==> config.mk <==
export PLATFORM = sky130hd
export DESIGN_NAME = mem_access_stage
export DESIGN_NICKNAME = d
export VERILOG_FILES = /design/src/rtl/mips_pkg.sv /design/src/rtl/mem_wait_timer.sv /design/src/rtl/mem_access_stage.sv
export SDC_FILE = /design/constraint.sdc
export NUM_CORES = 1
export LEC_CHECK = 0
export ABC_AREA = 1
export CORE_MARGIN = 2
export CORE_UTILIZATION = 35
export CTS_BUF_LIST = sky130_fd_sc_hd__clkbuf_4
export DETAILED_ROUTE_END_ITERATION = 10
export PLACE_DENSITY_LB_ADDON = 0.15
export REMOVE_ABC_BUFFERS = 1
export SLEW_MARGIN = 20
export SYNTH_ARGS = -nofsm -noshare
export SYNTH_HDL_FRONTEND = slang
export SYNTH_SLANG_ARGS = --single-unit
==> constraint.sdc <==
create_clock -name clk -period 1.9 [get_ports clk]
set_input_delay 0.19 -clock clk [delete_from_list [all_inputs] [get_ports clk]]
set_output_delay 0.19 -clock clk [all_outputs]
set_load 0.02 [all_outputs]
==> src/rtl/mips_pkg.sv <==
// Shared types and widths for the MIPS32 pipeline: MEM-stage FSM states and the
// MEM/WB bundle that the memory stage registers toward write-back.
package mips_pkg;

    localparam int DATA_W = 32;
    localparam int REG_W  = 5;

    typedef enum logic {
        IDLE   = 1'b0,
        ACCESS = 1'b1
    } mem_state_e;

    typedef struct packed {
        logic              MemtoReg;
        logic              RegWrite;
        logic [DATA_W-1:0] read_data;
        logic [DATA_W-1:0] alu_out;
        logic [REG_W-1:0]  rd;
    } wb_bundle_t;

endpackage

==> src/rtl/mem_wait_timer.sv <==
// Counts cycles spent waiting for a data-memory ack; saturates at MAX_WAIT and
// flags expiry so the MEM stage can abandon an unanswered access.
module mem_wait_timer #(
    parameter int MAX_WAIT = 15
) (
    input  logic clk,
    input  logic reset,
    input  logic clr_i,
    input  logic en_i,
    output logic expired_o
);

    localparam int CNT_W = $clog2(MAX_WAIT + 1);

    logic [CNT_W-1:0] count_q, count_d;

    assign expired_o = (count_q == CNT_W'(MAX_WAIT));

    always_comb begin
        count_d = count_q;
        if (clr_i) begin
            count_d = '0;
        end else if (en_i && !expired_o) begin
            count_d = count_q + 1'b1;
        end
    end

    always_ff @(posedge clk or negedge reset) begin
        if (!reset) begin
            count_q <= '0;
        end else begin
            count_q <= count_d;
        end
    end

endmodule

==> src/rtl/mem_access_stage.sv <==
// MIPS32 MEM stage: req/ack data-memory access with upstream stall, branch/jump
// redirect, and the registered MEM/WB outputs.
module mem_access_stage
    import mips_pkg::*;
#(
    parameter int DATA_W   = mips_pkg::DATA_W,
    parameter int REG_W    = mips_pkg::REG_W,
    parameter int MAX_WAIT = 15
) (
    input  logic              clk,
    input  logic              reset,
    input  logic              MemtoReg_in,
    input  logic              RegWrite_in,
    input  logic              jump_in,
    input  logic              branch_in,
    input  logic              MemWrite_in,
    input  logic              MemRead_in,
    input  logic [DATA_W-1:0] branch_pc_in,
    input  logic              zero_in,
    input  logic [DATA_W-1:0] alu_out_in,
    input  logic [DATA_W-1:0] b_in,
    input  logic [REG_W-1:0]  rd_in,
    output logic              dmem_req,
    output logic              dmem_we,
    output logic [DATA_W-1:0] dmem_addr,
    output logic [DATA_W-1:0] dmem_wdata,
    input  logic [DATA_W-1:0] dmem_rdata,
    input  logic              dmem_ack,
    output logic              stall_out,
    output logic              pcsrc_out,
    output logic [DATA_W-1:0] branch_target_out,
    output logic              MemtoReg_WB,
    output logic              RegWrite_WB,
    output logic [DATA_W-1:0] read_data_WB,
    output logic [DATA_W-1:0] alu_out_WB,
    output logic [REG_W-1:0]  rd_WB,
    output logic              misalign_err,
    output logic              timeout_err
);

    mem_state_e        state_q, state_d;
    wb_bundle_t        wb_q, wb_d;
    logic [DATA_W-1:0] addr_q, addr_d;
    logic [DATA_W-1:0] wdata_q, wdata_d;
    logic              we_q, we_d;
    logic              misalign_q, misalign_d;
    logic              timeout_q, timeout_d;

    logic pending;
    logic aligned;
    logic expired;

    assign pending = MemRead_in | MemWrite_in;
    assign aligned = (alu_out_in[1:0] == 2'b00);

    mem_wait_timer #(
        .MAX_WAIT (MAX_WAIT)
    ) u_wait_timer (
        .clk       (clk),
        .reset     (reset),
        .clr_i     (state_q == IDLE),
        .en_i      (state_q == ACCESS),
        .expired_o (expired)
    );

    always_comb begin
        state_d    = state_q;
        wb_d       = wb_q;
        addr_d     = addr_q;
        wdata_d    = wdata_q;
        we_d       = we_q;
        misalign_d = misalign_q;
        timeout_d  = timeout_q;
        stall_out  = 1'b0;

        // Default WB content is a bubble carrying the current address/destination.
        wb_d.MemtoReg  = 1'b0;
        wb_d.RegWrite  = 1'b0;
        wb_d.read_data = '0;
        wb_d.alu_out   = alu_out_in;
        wb_d.rd        = rd_in;

        case (state_q)
            IDLE: begin
                if (pending) begin
                    if (aligned) begin
                        addr_d    = {alu_out_in[DATA_W-1:2], 2'b00};
                        wdata_d   = b_in;
                        we_d      = MemWrite_in;
                        state_d   = ACCESS;
                        stall_out = 1'b1;
                    end else begin
                        misalign_d = 1'b1;
                    end
                end else begin
                    wb_d.MemtoReg = MemtoReg_in;
                    wb_d.RegWrite = RegWrite_in;
                end
            end
            ACCESS: begin
                if (dmem_ack) begin
                    // EX/MEM is held by the stall, so its inputs still describe this op.
                    wb_d.MemtoReg  = MemtoReg_in;
                    wb_d.RegWrite  = RegWrite_in;
                    wb_d.read_data = we_q ? '0 : dmem_rdata;
                    state_d        = IDLE;
                end else if (expired) begin
                    timeout_d = 1'b1;
                    state_d   = IDLE;
                end else begin
                    stall_out = 1'b1;
                end
            end
            default: begin
                state_d = IDLE;
            end
        endcase
    end

    always_ff @(posedge clk or negedge reset) begin
        if (!reset) begin
            state_q    <= IDLE;
            wb_q       <= '0;
            addr_q     <= '0;
            wdata_q    <= '0;
            we_q       <= 1'b0;
            misalign_q <= 1'b0;
            timeout_q  <= 1'b0;
        end else begin
            state_q    <= state_d;
            wb_q       <= wb_d;
            addr_q     <= addr_d;
            wdata_q    <= wdata_d;
            we_q       <= we_d;
            misalign_q <= misalign_d;
            timeout_q  <= timeout_d;
        end
    end

    assign dmem_req   = (state_q == ACCESS);
    assign dmem_we    = we_q;
    assign dmem_addr  = addr_q;
    assign dmem_wdata = wdata_q;

    assign pcsrc_out         = jump_in | (branch_in & zero_in);
    assign branch_target_out = branch_pc_in;

    assign MemtoReg_WB  = wb_q.MemtoReg;
    assign RegWrite_WB  = wb_q.RegWrite;
    assign read_data_WB = wb_q.read_data;
    assign alu_out_WB   = wb_q.alu_out;
    assign rd_WB        = wb_q.rd;
    assign misalign_err = misalign_q;
    assign timeout_err  = timeout_q;

endmodule

Word level (Yosys, flattened, before mapping)
Cells that the tools add are included.
{"block": "classes", "muxes": 12, "n_reduce_logical": 6, "n_addsub": 1, "eq_ne": 2, "bitwise": 6}
{"operator": "32-bit two-way mux", "count": 2}
{"operator": "34-bit two-way mux", "count": 1}
{"operator": "3-bit AND reduction", "count": 3}
{"operator": "4-bit two-way mux", "count": 2}
{"operator": "4-bit by 1-bit adder with 4-bit output (second input constant)", "count": 1}
{"operator": "4-bit equality test (second input constant)", "count": 1}
{"operator": "1-bit two-way mux", "count": 4}
{"operator": "2-bit one-hot mux with 2 select lines", "count": 1}
{"operator": "1-bit inverter", "count": 3}
{"operator": "2-bit zero test", "count": 1}
{"operator": "2-bit two-way mux", "count": 1}
{"operator": "2-bit by 1-bit != test with 1-bit output (second input constant)", "count": 1}
{"operator": "1-bit bitwise OR", "count": 2}
{"operator": "1-bit one-hot mux with 2 select lines", "count": 1}
{"operator": "1-bit AND", "count": 1}
{"operator": "1-bit logical AND", "count": 1}
{"operator": "1-bit zero test", "count": 1}
{"block": "word_totals", "register_bits": 141}

Depth between registers and ports, before layout
{"block": "logic_depth", "depth_word": 5, "mapped_depth": 6, "mapped_depth_nobuf": 5}

Hierarchy
From an unflattened synthesis, not the netlist that was laid out.
{"block": "hier_totals", "cells_unflattened": 504, "area_unflattened_um2": 5529.1}
{"module": "mem_access_stage", "n_inst": 1, "cells_per_inst": 475, "area_per_inst_um2": 5303.8, "seq_area_each_um2": 3428.3}
{"module": "mem_wait_timer", "n_inst": 1, "cells_per_inst": 29, "area_per_inst_um2": 225.2, "seq_area_each_um2": 100.1}

Least setup slack after synthesis
Ideal clock, no wire load.
{"block": "synth_path", "path_type": "flip-flop to output port", "from": "register state_q (netlist: dmem_req)", "to": "output port stall_out", "path_slack_ps": 571, "arrival_time_ps": 1139, "stages_incl_launch_ff": 6, "path_buffers": 2, "required_time_ps": 1710, "path_cell_list": "dfrtp_1 buf_6 inv_4 nand3_4 buf_6 nand2_1"}
{"block": "synth_via", "elab_chain_len": 2}
{"item": "start: declaration", "line_no": "mem_access_stage.sv:41", "rtl": "mem_state_e state_q, state_d;"}
{"item": "start signal: assignment", "line_no": "mem_access_stage.sv:130", "rtl": "state_q <= state_d;"}
{"item": "1-bit inverter (no line)"}
{"item": "1-bit one-hot mux with 2 select lines (*)", "line_no": "mem_access_stage.sv:83", "rtl": "case (state_q)"}
{"item": "end: declaration", "line_no": "mem_access_stage.sv:29", "rtl": "output logic stall_out,"}
Mark *: on every way between the ends. The rest lies on a longest branch, timed or not.

Final worst setup path
{"block": "layout_path", "from": "register addr_q[11] (netlist: dmem_addr[11])", "to": "output port dmem_addr[11]"}
{"item": "start: declaration", "line_no": "mem_access_stage.sv:43", "rtl": "logic [DATA_W-1:0] addr_q, addr_d;"}
{"item": "start signal: assignment", "line_no": "mem_access_stage.sv:132", "rtl": "addr_q <= addr_d;"}
{"item": "end: declaration", "line_no": "mem_access_stage.sv:25", "rtl": "output logic [DATA_W-1:0] dmem_addr,"}
No word-level cell between the ends.

==> results.md <==
* Status: finished, final reports clean
* Synthesized area at 0.00549 sq mm
* Setup TNS at 0 ns
* Highest clock rate at 572 MHz
* Num CTS Buffers at 17
* Leak Pwr at between 3 and 4 nW
* Vias at 4278
* Drc violations at 0
* Largest cells by area after synthesis: dfrtp_1, nand2_1, nand4_1
* Worst-case clock buffer depth at 2
* Delay-heaviest family, CP: buffers and inverters
* Vias in the first global route at 4369
* XOR/XNOR Fraction of Synth Area at 0%
* Worst Hold End: rd_WB[2]
* Post-synth top cells: dfrtp_1, nand2_1, nand4_1
* Insertion delay to the later sink of the worst-skew pair at 0.53 ns
* Post-synthesis mux area share at 0%
* TritonRoute pass-1 iters at 4
* FFs w/ async S/R, synth at 100%
* Crit-path max FO at 2
* Initial drt markers at 165
* Adder-Cell Fraction of Synth Area at 0.228%
* Synth top area share at 64.2%
* Crit-path cells: clkdlybuf4s50_1
* Post-DP HPWL at 11.2 mm
* Final setup vio count at 0
* RSZ-0062 raised after global routing: no
* Netlist cell types at 21
* Yosys top cell by area: dfrtp_1
* Die ar. at 0.0167 sq mm
* IO Port Bufs at between 200 and 250
* Hold Vio Cnt, Final at 0
* Remaining Overflow, GRT at 0
* Rel. slew slack at 49.2%
* FF-to-FF Start: dmem_req
* IO Count at 316
* Worst hold path type: primary input to flop
* Maxcap violations at 0
* Largest net degree at the start of global routing at 66
* Critical path class: flop to output port
* Final Non-Filler Cells at 940
* Site Rows at 45
* DIE WIDTH at 129 um
* Largest family of logic cells by synthesized area: simple AND/OR/NAND/NOR gates
* Synth warn at 0
* Fin crit share at 92.1%
* Worst-Margin Slew at 0.761 ns
* WL per Instance at 17.0 um
* Gr busiest metal: met2
* GRT Overall Usage at about 19%
* RePlAce Congestion at 0.755
* Most common cell in the netlist: dfrtp_1
* Clk root buf: clkbuf_4
* Synth Area in Compound Gates at less than 1%
* Routing usage on met3 at 10.9%
* First-pass GRT wire length at 24.1 mm
* Die Y-Extent at 129 um
* H-tree level count at 4
* Crit path DAT at approximately 1.6 ns
* Worst R2R Setup Slack at around 0.32 ns
* Number of antenna violations at the first check in global routing at 1
* Crit end category: output port
* Layout Nets at approximately 860
* Gate Count Post-Synth at 500
* M1 GR Usage at 23.8%
* CP max stage delay at 0.66 ns
* Starting Density at 36.0%
* Via density at between 4 and 5
* R2R depth at 4
* Skew final at approximately 0.014 ns
* Sequential share of the synthesized area at approximately 64%
* Required time worst endpoint at 1.71 ns
* Peak ir drop on the vdd network at 0.000498 V
* Clock sink count at 141
* Worst r2r dst: dmem_addr[13]
* Avg Inst Size Synth at around 11 sq um
* Final Slew Violations at 0
* Post-synth EDFFs at 0
* Min-delay src: rd_in[2]
* GR Layer Usage met2 at 27.7%
* Crit path time final at 1.75 ns
* Synth Flop Type: dfrtp_1
* Simple-Gate Fraction of Synth Area at 21.1%
* Area of the core at 0.0153 sq mm
* Drt total wl at ~16 mm
* Post-DRT Antenna Nets at 0
* Share of cells above drive strength 1 at under 10%
* Critical path's slowest cell: clkdlybuf4s50_1
* Yosys reg bits at around 140
* Clock-pin slew on the worst setup and hold paths at 0.11 ns
* CP bufs+invs at 1
* Hold Path Cell Cnt at 1
* PwrDens at 924 mW/mm^2
* CTS tree: done
* Crit start category: flop
* Area Overhead vs Synth at 46.6%
* # placed instances at 905
[how the worst max path moves through the flow]
stage                                  from            end  slack (ns)  depth (start not counted)
global placement              alu_out_in[1]      stall_out        0.09                          5
detailed placement              MemWrite_in  dmem_addr[27]        0.09                          7
finish                        dmem_addr[11]  dmem_addr[11]        0.15                          1
floorplan                     alu_out_in[1]      stall_out       -0.28                          3
CTS                 u_wait_timer.count_q[0]      stall_out       0.004                          5
global route        u_wait_timer.count_q[0]      stall_out        0.02                          5
[cell usage in the layout (no fill, tap or decap), types with 3 or more instances in the layout]
master             n
clkbuf_4          21
nor2_1            39
nand2_1          129
nand3_1            4
inv_1             35
buf_12             4
nand4_1           63
clkinv_4           3
clkdlybuf4s50_1  246
buf_4              7
clkinv_2           3
dfrtp_1          140
nand2_2           11
[layer usage]
layer | wire length (um) | share of wire (%) | vias to the layer above
li1 | - | - | 1990
met5 | 75 | 0.47 | -
met4 | 413 | 2.6 | 2
met1 | 6480 | 40 | 2044
met2 | 7230 | 45 | 211
met3 | 1820 | 11 | 31
[sequential cells by signal, summed over array words and instances, names as in the netlist, 4 cells and up]
signal                cells
alu_out_WB               32
dmem_wdata               32
read_data_WB             32
dmem_addr                30
rd_WB                     5
u_wait_timer.count_q      4
[repair_timing]
action                     CTS  global route
hold buffers                 1             0
resized for setup            6             2
setup endpoints to repair    2             1
setup buffers                0             1
cloned                       0             0
hold endpoints to repair   141             0
[where the power goes]
part / internal, mW / total, mW / leakage [nW] / switching (mW)
clock: 0.833 / 1.89 / 0.151 / 1.06
combinational: 0.960 / 2.01 / 1.92 / 1.05
sequential: 3.35 / 3.54 / 1.77 / 0.187
[kinds of logic (layout without fill, tap and decap cells)]
kind of cell	after synthesis	in the layout
DFF	141	141
buffers and inverters	103	330
other	1	3
and+or+nand+nor	250	250
AOI/OAI and AO/OA	4	4
adders and majority gates	1	1
[metrics by stage]
step | power, mW | hold WS, ns | util [%] | setup slack, ns | area, sq um
6_report | 7.44 | 0.0871 | 52.8 | 0.150 | 8050
5_1_grt | 7.83 | 0.0327 | 52.8 | 0.0194 | 8050
4_1_cts | 7.55 | 0.0168 | 52.7 | 0.00364 | 8040
3_5_place_dp | 5.63 | 0.124 | 50.8 | 0.0870 | 7750
3_3_place_gp | 5.60 | 0.123 | 50.8 | 0.0940 | 7750
2_1_floorplan | 4.40 | -0.106 | - | -0.284 | 4880
[final cells by class]
type | instances | area (sq um)
fillers | 1378 | 7210
flip-flops and latches | 141 | 3530
repair buffers | 260 | 2630
multi-input cells | 257 | 1210
well taps | 211 | 264
clock buffers | 21 | 158
inverters | 38 | 145
clock inverters | 11 | 120
diodes | 1 | 2.50
(Power assumes the default switching activity.)
